File: src/rtl/ram_arbiter.sv
// ----------------------------------------------------------------------------
// ram_arbiter
//
// Two-port round-robin arbiter in front of a single-port synchronous RAM,
// with a built-in sequencer that clears the whole array to zero.
//
// Ports
//   clk, rst                 clock; asynchronous active-high reset
//   req0/1, we0/1            per-port request and write select
//   addr0/1, wdata0/1        per-port address and write data
//   gnt0/1                   combinational grant (req & gnt at an edge = accept)
//   rvalid0/1                one-cycle read-data-valid strobe per port
//   rdata                    shared read data (straight from ram_dout)
//   clr_start                pulse: start clearing the array
//   clr_busy, clr_done       clear in progress / one-cycle completion pulse
//   ram_ce, ram_wr           registered RAM chip-enable / write-enable
//   ram_addr, ram_din        registered RAM address / write data
//   ram_dout                 RAM read data, one cycle after a read is sampled
// ----------------------------------------------------------------------------
module ram_arbiter #(
    parameter int DW = 16,
    parameter int AW = 8
) (
    input  logic          clk,
    input  logic          rst,
    input  logic          req0,
    input  logic          req1,
    input  logic          we0,
    input  logic          we1,
    input  logic [AW-1:0] addr0,
    input  logic [AW-1:0] addr1,
    input  logic [DW-1:0] wdata0,
    input  logic [DW-1:0] wdata1,
    output logic          gnt0,
    output logic          gnt1,
    output logic          rvalid0,
    output logic          rvalid1,
    output logic [DW-1:0] rdata,
    input  logic          clr_start,
    output logic          clr_busy,
    output logic          clr_done,
    output logic          ram_ce,
    output logic          ram_wr,
    output logic [AW-1:0] ram_addr,
    output logic [DW-1:0] ram_din,
    input  logic [DW-1:0] ram_dout
);

    typedef enum logic {
        ARB   = 1'b0,
        CLEAR = 1'b1
    } state_t;

    state_t        r_state;
    logic          r_prio;      // 0: port 0 wins a tie, 1: port 1 wins a tie
    logic [AW-1:0] r_cnt;       // clear address counter
    logic          r_tag_v;     // tag stage 1: read issued to RAM this cycle
    logic          r_tag_port;  // tag stage 1: which port owns that read
    logic          r_rvalid0;
    logic          r_rvalid1;
    logic          r_clr_busy;
    logic          r_clr_done;
    logic          r_ram_ce;
    logic          r_ram_wr;
    logic [AW-1:0] r_ram_addr;
    logic [DW-1:0] r_ram_din;

    logic          w_arb_ok;
    logic          w_gnt0;
    logic          w_gnt1;
    logic          w_acc;
    logic          w_sel_we;
    logic [AW-1:0] w_sel_addr;
    logic [DW-1:0] w_sel_wdata;

    // Grants only exist in ARB; a clr_start in the same cycle takes precedence
    // so the pending request stays pending until the clear has finished.
    assign w_arb_ok = !rst && (r_state == ARB) && !clr_start;
    assign w_gnt0   = w_arb_ok && req0 && (!req1 || !r_prio);
    assign w_gnt1   = w_arb_ok && req1 && (!req0 ||  r_prio);
    assign w_acc    = w_gnt0 || w_gnt1;

    // NOTE: combinational selection is written as continuous assigns so every
    // path has a value and no latch can be inferred.
    assign w_sel_we    = w_gnt1 ? we1    : we0;
    assign w_sel_addr  = w_gnt1 ? addr1  : addr0;
    assign w_sel_wdata = w_gnt1 ? wdata1 : wdata0;

    always_ff @(posedge clk or posedge rst) begin
        if (rst) begin
            r_state    <= ARB;
            r_prio     <= 1'b0;
            r_cnt      <= '0;
            r_tag_v    <= 1'b0;
            r_tag_port <= 1'b0;
            r_rvalid0  <= 1'b0;
            r_rvalid1  <= 1'b0;
            r_clr_busy <= 1'b0;
            r_clr_done <= 1'b0;
            r_ram_ce   <= 1'b0;
            r_ram_wr   <= 1'b0;
            r_ram_addr <= '0;
            r_ram_din  <= '0;
        end else begin
            // NOTE: non-blocking assignments throughout, so every register
            // below sees the pre-edge value of every other register.
            // Tag stage 2: the RAM samples the read at this edge, so its data
            // is on ram_dout for exactly the cycle this strobe is high.
            r_rvalid0  <= r_tag_v && !r_tag_port;
            r_rvalid1  <= r_tag_v &&  r_tag_port;
            r_tag_v    <= 1'b0;
            r_clr_done <= 1'b0;

            case (r_state)
                ARB: begin
                    if (clr_start) begin
                        r_state    <= CLEAR;
                        r_clr_busy <= 1'b1;
                        r_cnt      <= '0;
                        r_ram_ce   <= 1'b0;
                        r_ram_wr   <= 1'b0;
                    end else if (w_acc) begin
                        r_ram_ce   <= 1'b1;
                        r_ram_wr   <= w_sel_we;
                        r_ram_addr <= w_sel_addr;
                        r_ram_din  <= w_sel_wdata;
                        // Favour the other port next time both request.
                        r_prio     <= w_gnt0;
                        r_tag_v    <= !w_sel_we;
                        r_tag_port <= w_gnt1;
                    end else begin
                        r_ram_ce   <= 1'b0;
                        r_ram_wr   <= 1'b0;
                    end
                end

                CLEAR: begin
                    // clr_start is not looked at here, so a pulse during the
                    // sequence neither restarts nor extends it.
                    r_ram_ce   <= 1'b1;
                    r_ram_wr   <= 1'b1;
                    r_ram_addr <= r_cnt;
                    r_ram_din  <= '0;
                    r_cnt      <= r_cnt + 1'b1;  // wraps to 0 after the top address
                    if (r_cnt == {AW{1'b1}}) begin
                        r_state    <= ARB;
                        r_clr_busy <= 1'b0;
                        r_clr_done <= 1'b1;
                    end
                end

                default: r_state <= ARB;
            endcase
        end
    end

    assign gnt0     = w_gnt0;
    assign gnt1     = w_gnt1;
    assign rvalid0  = r_rvalid0;
    assign rvalid1  = r_rvalid1;
    assign rdata    = ram_dout;
    assign clr_busy = r_clr_busy;
    assign clr_done = r_clr_done;
    assign ram_ce   = r_ram_ce;
    assign ram_wr   = r_ram_wr;
    assign ram_addr = r_ram_addr;
    assign ram_din  = r_ram_din;

endmodule
File: config.mk
export PLATFORM = sky130hd
export DESIGN_NAME = ram_arbiter
export DESIGN_NICKNAME = d
export VERILOG_FILES = /design/src/rtl/ram_arbiter.sv
export SDC_FILE = /design/constraint.sdc
export NUM_CORES = 1
export LEC_CHECK = 0
export ABC_AREA = 1
export CAP_MARGIN = 10
export CORE_MARGIN = 4
export CORE_UTILIZATION = 35
export DETAILED_ROUTE_END_ITERATION = 7
export PLACE_DENSITY = 0.77
export SLEW_MARGIN = 20
export SYNTH_ARGS = -nofsm -noshare
export SYNTH_HDL_FRONTEND = slang
export SYNTH_SLANG_ARGS = --single-unit
File: constraint.sdc
create_clock -name clk -period 1.7 [get_ports clk]
set_input_delay 0.255 -clock clk [delete_from_list [all_inputs] [get_ports clk]]
set_output_delay 0.255 -clock clk [all_outputs]
set_load 0.02 [all_outputs]
## Yosys cells after proc, flatten, opt, wreduce, memory -nomap -nowiden

Cells that the tools add are included.

| operators by class | value |
|---|---|
| add/sub/neg operators | 1 |
| equality and inequality tests | 5 |
| mux-type cells | 28 |
| bitwise logic cells | 2 |
| reductions and logical operators | 21 |

Operators by type and width:

| operator | count |
|---|---|
| $mux W16 | 3 |
| $mux W8 | 4 |
| $pmux W16 S2 | 1 |
| $pmux W8 S2 | 2 |
| $mux W1 | 14 |
| $add A8 B1 Y8 const B | 1 |
| $eq A8 B8 Y1 const B | 1 |
| $logic_and A1 B1 Y1 | 8 |
| $pmux W1 S2 | 4 |
| $logic_not A1 Y1 | 7 |
| $ne A2 B2 Y1 const B | 3 |
| $reduce_and A2 Y1 | 2 |
| $logic_or A1 B1 Y1 | 3 |
| $reduce_and A3 Y1 | 1 |
| $ne A2 B1 Y1 const B | 1 |
| $not A1 Y1 | 2 |

| storage, ports and cells | value |
|---|---|
| flip-flop bits (word level) | 42 |
| input port bits | 71 |
| output and inout port bits | 48 |
| logic and storage cells | 70 |

## Longest topological paths before layout

Gate-level depths: netlist of run 1.

| depth | value |
|---|---|
| depth after elaboration | 10 |
| gate-level depth with buffers | 9 |
| gate-level depth less buffers | 9 |

## Worst setup path before layout of run 1

OpenSTA, ideal clock, no wires.

| timing | value |
|---|---|
| path type | in2reg |
| start point | in rst |
| end point | reg r_tag_port |
| setup time | 0.126 ns |
| arrival | 1.989 ns |
| data required time | 1.574 ns |
| path slack | -0.415 ns |
| stages | 7 |
| path buffers | 1 |
| cells stage by stage | inv_1 -> nand4_2 -> nand2_4 -> inv_2 -> buf_4 -> nand2_1 -> nand2_1 |

| on the way | value |
|---|---|
| word-level cells in the longest chain between the ends | 7 |
| elaborated cells on any way between the ends | 9 |
| classes of those cells | 9 x reduce/logical |

RTL lines:

| what | RTL line | text |
|---|---|---|
| start, declared | 25 | `input logic rst,` |
| $logic_not A1 Y1 (no line) (*) | -- |  |
| $logic_and A1 B1 Y1 (*) (2 in a row) | 78 | `assign w_arb_ok = !rst && (r_state == ARB) && !clr_start;` |
| $logic_and A1 B1 Y1, on equally long branches (2 in a row) | 79, 80 |  |
| $logic_or A1 B1 Y1 | 81 | `assign w_acc = w_gnt0 \|\| w_gnt1;` |
| $reduce_and A3 Y1 (no line) | -- |  |
| end signal, assigned | 130 | `r_tag_port <= w_gnt1;` |
| end, declared | 58 | `logic r_tag_port;` |

Every way passes the cells marked *; elsewhere a longest branch is shown, timed or not.
A chain may end at the register's enable or synchronous reset.

## Worst setup path in the final report of run 1

| timing | value |
|---|---|
| start point | in req0 |
| end point | out gnt0 |

| on the way | value |
|---|---|
| word-level cells in the longest chain between the ends | 2 |

RTL lines:

| what | RTL line | text |
|---|---|---|
| start, declared | 26 | `input logic req0,` |
| $logic_and A1 B1 Y1 (2 in a row) | 79 | `assign w_gnt0 = w_arb_ok && req0 && (!req1 \|\| !r_prio);` |
| end, declared | 34 | `output logic gnt0,` |

Every way passes these cells.

==> results of run 1 <==
## metal layers
layer,part of all wire (%),vias up
li1,-,1002
met1,41,872
met3,9.6,10
met4,1.3,0
met5,0,-
met2,49,74
## cell families after synthesis
family,after synthesis
AND/OR/NAND/NOR,127
buffers and inverters,57
AO/OA/AOI/OAI,43
flip-flops,42
adder cells (fa/ha/maj),1
## synth_stat cells, drive strengths merged
library cell,count,share of area [%]
nand2,96,18
dfrtp,42,49
o21ai,39,9.2
inv,32,5.6
buf,23,8.0
nand3,15,3.5
nor2,10,2.2
a21oi,2,0.47
nand4,2,0.88
nor3,2,0.71
a21boi,1,0.35
a22o,1,0.41
clkbuf,1,0.18
clkinv,1,0.18
ha,1,0.59
nor4,1,0.29
or2,1,0.29
## state kept, by name (all words and copies together) (netlist names)
signal and cells:
r_tag_port 1, ram_wr 1, ram_din 16, ram_addr 8, ram_ce 1, r_cnt 8
clr_busy 1, rvalid1 1, r_state 1, clr_done 1, rvalid0 1, r_prio 1
r_tag_v 1
## stage by stage
stage | util (%) | power (mW) | setup slack [ns] | setup TNS (ns) | area (sq um)
5_1_grt | 53.28 | 3.205 | 0.01682 | 0 | 3154
6_report | 53.28 | 2.981 | 0.08621 | 0 | 3154
2_1_floorplan | - | 1.970 | -0.09165 | -1.868 | 2140
3_3_place_gp | 51.10 | 2.374 | -0.2652 | -5.921 | 3025
3_5_place_dp | 51.10 | 2.411 | -0.3014 | -6.812 | 3025
4_1_cts | 52.49 | 3.014 | 0.01730 | 0 | 3108
## final cells by class
class                      count  area, sq um  area share, %
tap                           75        93.84          2.975
inverter                      33        130.1          4.125
timing repair buffer         102        991.0          31.42
sequential                    42         1051          33.32
multi-input combinational    172        812.0          25.74
clock buffer                   7        76.32          2.420
## worst register-to-register path: stages (launching register included)
cell and delay (ns):
sky130_fd_sc_hd__dfrtp_1 0.40, sky130_fd_sc_hd__buf_4 0.25, sky130_fd_sc_hd__nand2_1 0.10, sky130_fd_sc_hd__nor2_1 0.14, sky130_fd_sc_hd__nand3_1 0.13, sky130_fd_sc_hd__nor3_2 0.23
sky130_fd_sc_hd__or2_2 0.16, sky130_fd_sc_hd__inv_1 0.03
## what timing repair did
| action | 4_1_cts | 5_1_grt |
|---|---|---|
| cloned | 0 | 1 |
| setup endpoints to repair | 2 | 26 |
| pin swaps | 0 | 1 |
| buffers inserted | 0 | 2 |
| resized for setup | 6 | 9 |
## report_power, final
part / switching, mW / internal (mW) / total, mW
clock: 0.302 / 0.283 / 0.585
combinational: 0.496 / 0.513 / 1.01
sequential: 0.164 / 1.22 / 1.39
## worst paths after layout
kind                            start     endpoint  slack (ns)  cells past startpoint
max                              req0         gnt0        0.09                      5
min                               rst     r_cnt[0]        0.25                      3
max reg2reg                   r_state     clr_busy        0.16                      7
min reg2reg                r_tag_port      rvalid0        0.45                      1
max in group asynchronous         rst  ram_din[10]        1.09                      3
min in group clk           r_tag_port      rvalid0        0.45                      1
==> impl_summary.log, run 1 <==
INFO  metric finalClockSkew = roughly 0.0042 ns
INFO  metric numCtsBuffers = 5
INFO  metric synth.distinct_cells = 26
INFO  metric grt_overflow = 0
INFO  metric holdCritPathClass = input port to async pin
INFO  metric drt-wirelength-per-cell = 12.73 microns
INFO  metric fin_cells = between 400 and 500
INFO  metric routed_via_density = 4.543
INFO  metric fillerInstances = between 500 and 600
INFO  metric detail-route-antenna-nets = 0
INFO  metric postSynthCellCount = 270
INFO  metric synth-compound-area-share = between 10% and 20%
INFO  metric floorplan.initialDensity = ~36%
INFO  metric power.density_cell_area = 944.9 nW/um^2
INFO  metric slew-limit-headroom = roughly 65%
INFO  metric post_synth_xor_area_fraction = 0%
INFO  metric fmaxAchievable = between 600 and 700 MHz
INFO  metric remaining_drc_errors = 0
INFO  metric worstSetupPathType = input port to output pin
INFO  metric total_leakage_power = between 1.5 and 2 nW
INFO  metric die_h = approximately 86 microns
INFO  metric synth_adder_area_share = less than 1%
INFO  metric globalplace.congestion = between 0.7 and 0.8
INFO  metric dominant_combinational_cell_family_by_area_after_synthesis = simple AND/OR/NAND/NOR gates
INFO  metric cp.required = around 1.4 ns
INFO  metric period_needed = approximately 1.6 ns
INFO  metric layout.cells.most_common_list = sky130_fd_sc_hd__nand2_1 (93), sky130_fd_sc_hd__clkdlybuf4s50_1 (83), sky130_fd_sc_hd__dfrtp_1 (42)
INFO  metric grt_util_met3 = 4.227%
INFO  metric outcome = finished, final reports clean
INFO  metric post-place-cells = around 420
INFO  metric num_vias = ~2000
INFO  metric worst_ir_drop_vdd = 0.5080 mV
INFO  metric pin_count = approximately 120
INFO  metric timing_max_transition_violations_final = 0
INFO  metric worst_ep_arrival_time = 1.36 ns
INFO  metric io_buffers = 86
INFO  metric rsz0062_at_grt = no
INFO  metric end_kind = output pin
INFO  metric numClockSinks = 42
INFO  metric yosys_warnings = 0
INFO  metric cp_slowest_stage_delay = 0.51 ns
INFO  metric nets = ~430
INFO  metric number_of_antenna_violations_at_the_first_check_in_global_routing = 0
INFO  metric rows = 28
INFO  metric synth.ff_latch_count = between 40 and 50
INFO  metric grt_first_pass_wirelength = just under 9 mm
INFO  metric yosys-mux-area-fraction = 0%
INFO  metric routing_usage_on_met1 = 19.11%
INFO  metric largest_delay_contributor_family_on_the_critical_path = buffers and inverters
INFO  metric design.die.area = around 7400 sq um
INFO  metric cp_max_fo = 2
INFO  metric antenna-diode-count = 0
INFO  metric worst-slew-pin-transition = between 0.5 and 0.6 ns
INFO  metric globalRoute.busiestLayer = met2
INFO  metric clk_pin_slew_worst_paths = 0.07 ns
INFO  metric cp-start-kind = input port
INFO  metric fraction_of_final_layout_cells_sized_beyond_drive_strength_1 = ~10%
INFO  metric hold_ws = ~0.25 ns
INFO  metric grt_util_all_layers = 15.04%
INFO  metric finalSetupViolations = 0
INFO  metric h-tree-depth = 2
INFO  metric finalHoldViolations = 0
INFO  metric cts_buffer_depth = 2
INFO  metric maximum_number_of_pins_on_one_net_before_global_route_repair = between 40 and 50
INFO  metric met2_usage = between 20% and 30%
INFO  metric drt_wl_total = around 5.5 mm
INFO  metric die_x = roughly 86 microns
INFO  metric maxcap_viol_count = 0
INFO  metric synth-seq-area-share = about half
INFO  metric postCtsHoldBufs = 0
INFO  metric core = slightly below 6000 sq um
INFO  metric worst_skew_pair.late_latency = approximately 0.29 ns
INFO  metric drt_pre_antenna_iters = 4
INFO  metric post-dp-hpwl = just over 4 mm
INFO  metric cts_tree = done
INFO  metric syn_area = 2127 sq um
INFO  metric cts_root_buffer = sky130_fd_sc_hd__clkbuf_8
INFO  metric postSynthNetCount = roughly 340
INFO  metric post-route-period-util = 94.93%
INFO  metric path_cells = clkdlybuf4s50_1 -> buf_4 -> nand4_4 -> inv_1 -> clkdlybuf4s15_1
INFO  metric syn-mean-instance-area = ~8 sq um
INFO  metric layout_commonest_cell = sky130_fd_sc_hd__nand2_1
INFO  metric worst-path-buf-inv = 4
INFO  metric via_count_of_the_first_global_routing_pass = just under 2000
INFO  metric synth_simple_gate_area_share = between 20% and 30%
INFO  metric syn2layout_area_growth = 48.29%
INFO  metric drt_initial_violations = 108
INFO  metric slowest_stage = sky130_fd_sc_hd__clkdlybuf4s50_1
No activity file was read; power rests on OpenSTA's default activity.
==> run 2: changes to the inputs <==
--- a/config.mk
+++ b/config.mk
@@ -10,7 +10,9 @@
 export CORE_MARGIN = 4
 export CORE_UTILIZATION = 35
 export DETAILED_ROUTE_END_ITERATION = 7
+export GPL_TIMING_DRIVEN = 1
 export PLACE_DENSITY = 0.77
+export REMOVE_ABC_BUFFERS = 1
 export SLEW_MARGIN = 20
 export SYNTH_ARGS = -nofsm -noshare
 export SYNTH_HDL_FRONTEND = slang
==> impl_summary.log, run 2 (synthesized netlist as in run 1, its figures left out) <==
INFO  metric outcome = finished, final reports clean
INFO  metric path_cells = nor2_2 -> nand4_2 -> inv_1 -> dlygate4sd2_1
INFO  metric numClockSinks = 42
INFO  metric cts_root_buffer = sky130_fd_sc_hd__clkbuf_8
INFO  metric holdCritPathClass = flop to flop
INFO  metric pwr-share-clk = a little under a quarter
INFO  metric antenna-diode-count = 0
INFO  metric cp-start-kind = flop
INFO  metric detail-route-antenna-nets = 0
INFO  metric rsz0062_at_grt = yes
INFO  metric die_x = 85.96 microns
INFO  metric layout.cells.most_common_list = sky130_fd_sc_hd__nand2_1 (94), sky130_fd_sc_hd__clkdlybuf4s50_1 (84), sky130_fd_sc_hd__dfrtp_1 (42)
INFO  metric fmaxAchievable = slightly above 600 MHz
INFO  metric remaining_drc_errors = 0
INFO  metric grt_first_pass_wirelength = ~9.4 mm
INFO  metric worst_skew_pair.late_latency = just under 0.3 ns
INFO  metric post-dp-hpwl = around 4.3 mm
INFO  metric design.die.area = between 7000 and 8000 sq um
INFO  metric r2r_start = r_state
INFO  metric power.switching_fraction = 31.90%
INFO  metric share_of_the_core_filled_with_cells_in_the_final_layout = between 50% and 60%
INFO  metric grt_util_all_layers = about 16%
INFO  metric postCtsHoldBufs = 0
INFO  metric number_of_antenna_violations_at_the_first_check_in_global_routing = 0
INFO  metric timing.reg2reg.setup_slack = 0.14 ns
INFO  metric largest_reg_flops = 16
INFO  metric post_placement_cell_area = ~3100 sq um
INFO  metric clk_pin_slew_worst_paths = about 0.080 ns
INFO  metric slowest_stage = sky130_fd_sc_hd__dfrtp_1
INFO  metric worst-slew-pin-transition = 0.5269 ns
INFO  metric power.combinational.fraction = 32.4%
INFO  metric grt_overflow = 0
INFO  metric cp.required = between 1 and 1.5 ns
INFO  metric via_count_of_the_first_global_routing_pass = approximately 2000
INFO  metric worst_ep_arrival_time = 1.37 ns
INFO  metric routed_via_density = around 4.6
INFO  metric period_needed = about 1.6 ns
INFO  metric cts_setup_buffers = 0
INFO  metric cts_tree = done
INFO  metric numCtsBuffers = 5
INFO  metric num_vias = between 1500 and 2000
INFO  metric syn2layout_area_growth = 50.12%
INFO  metric timing_max_transition_violations_final = 0
INFO  metric slew-limit-headroom = about 65%
INFO  metric post-route-period-util = about 96%
INFO  metric globalplace.congestion = 0.7799
INFO  metric net-switching-power = 1.017 mW
INFO  metric power = approximately 3.2 mW
INFO  metric power.density_cell_area = around 1000 nW/um^2
INFO  metric total_leakage_power = between 1.5 and 2 nW
INFO  metric worst_setup_startpoint = r_state
INFO  metric finalHoldViolations = 0
INFO  metric worstSetupPathType = flop to output pin
INFO  metric drt_wl_total = 5.591 mm
INFO  metric cts_buffer_depth = 2
INFO  metric fraction_of_final_layout_cells_sized_beyond_drive_strength_1 = around 10%
INFO  metric end_kind = output pin
INFO  metric maximum_number_of_pins_on_one_net_before_global_route_repair = 45
INFO  metric fin_ws = about 0.073 ns
INFO  metric pin_count = roughly 120
INFO  metric drt_pre_antenna_iters = 4
INFO  metric finalClockSkew = about 0.0085 ns
INFO  metric cp_slowest_stage_delay = between 0.4 and 0.5 ns
INFO  metric drt-wirelength-per-cell = about 13 microns
INFO  metric worst_ir_drop_vdd = about 0.78 mV
INFO  metric drt_initial_violations = between 70 and 80
INFO  metric hp-start = r_tag_port
INFO  metric io_buffers = 86
INFO  metric floorplan.initialDensity = between 30% and 40%
INFO  metric nets = approximately 430
INFO  metric layout_commonest_cell = sky130_fd_sc_hd__nand2_1
INFO  metric rows = 28
INFO  metric hold_ws = around 0.46 ns
INFO  metric finalInstanceArea = 3193 sq um
INFO  metric h-tree-depth = 2
INFO  metric cp_max_fo = 4
INFO  metric core = 5921 sq um
INFO  metric finalSetupViolations = 0
INFO  metric post-place-ws = -0.3700 ns
INFO  metric power.internal = 2.170 mW
INFO  metric share_seq_of_total_power = between 40% and 50%
INFO  metric die_h = around 86 microns
INFO  metric maxcap_viol_count = 0
==> run 2: cell types whose count changed in the layout (fill, tap and decap cells not counted), sizes merged <==
| cell | before | now |
|---|---|---|
| bufinv | 0 | 1 |
| clkinv | 1 | 4 |
| clkinvlp | 1 | 0 |
| clkbuf | 7 | 6 |
| nor2 | 11 | 10 |
| buf | 17 | 16 |
| clkdlybuf4s15 | 1 | 0 |
| dlygate4sd2 | 0 | 1 |
| dlymetal6s2s | 1 | 0 |
| clkdlybuf4s50 | 83 | 84 |
==> run 2: path summary, 6_finish.rpt <==
kind	end	cells past startpoint
max in group asynchronous	ram_addr[6]	3
min	rvalid0	1
max	gnt0	4
min in group asynchronous	clr_done	3
min reg2reg	rvalid0	1
max reg2reg	clr_busy	7
==> run 2: area by class of cell <==
type	count	area, sq um
Sequential cell	42	1051
Tap cell	75	93.84
Timing Repair Buffer	102	1025
Clock inverter	3	40.04
Clock buffer	5	68.82
Inverter	33	123.9
Fill cell	547	2728
Multi-Input combinational cell	171	790.8
==> run 2: critical path, delay by kind of cell, from the launching register on <==
kind | cells | cell delay, ns
buffers and inverters | 2 | 0.38
flip-flops | 1 | 0.43
AND/OR/NAND/NOR | 2 | 0.27
==> run 2: routing by layer <==
metal | GRT usage (%) | wire (microns)
met5 | 0 | 0
met4 | 3.741 | 29
met3 | 6.628 | 644
met2 | 26.63 | 2657
met1 | 18.79 | 2260
==> run 2: per-stage QoR <==
stage / std cells / TNS (ns)
after CTS: 431 / -0.02020
after global placement: 423 / -7.595
after detailed placement: 423 / -8.503
after floorplan: 246 / -8.742
final: 431 / 0
after global routing: 431 / -0.01437
==> run 2: timing repair <==
item                                    in CTS  in global routing
resized for setup                            5                  5
cloned                                       0                  0
endpoints found under the hold margin        0                  0
endpoints found under the setup margin      18                 25
pin swaps                                    0                  0
==> run 2: power by group through the flow <==
stage,Sequential [mW],Combinational (mW),Clock [mW]
after floorplan,1.52,0.385,0
after global placement,1.40,0.999,0
after detailed placement,1.40,1.03,0
after CTS,1.39,1.04,0.789
after global routing,1.43,1.15,0.832
final,1.39,1.03,0.764
==> run 3: changes to the inputs <==
--- a/config.mk
+++ b/config.mk
@@ -6,6 +6,7 @@
 export NUM_CORES = 1
 export LEC_CHECK = 0
 export ABC_AREA = 1
+export ABC_CLOCK_PERIOD_IN_PS = 1700
 export CAP_MARGIN = 10
 export CORE_MARGIN = 4
 export CORE_UTILIZATION = 35
==> results of run 3 <==
The final DEF is identical to that of run 2; final timing and power are the same.
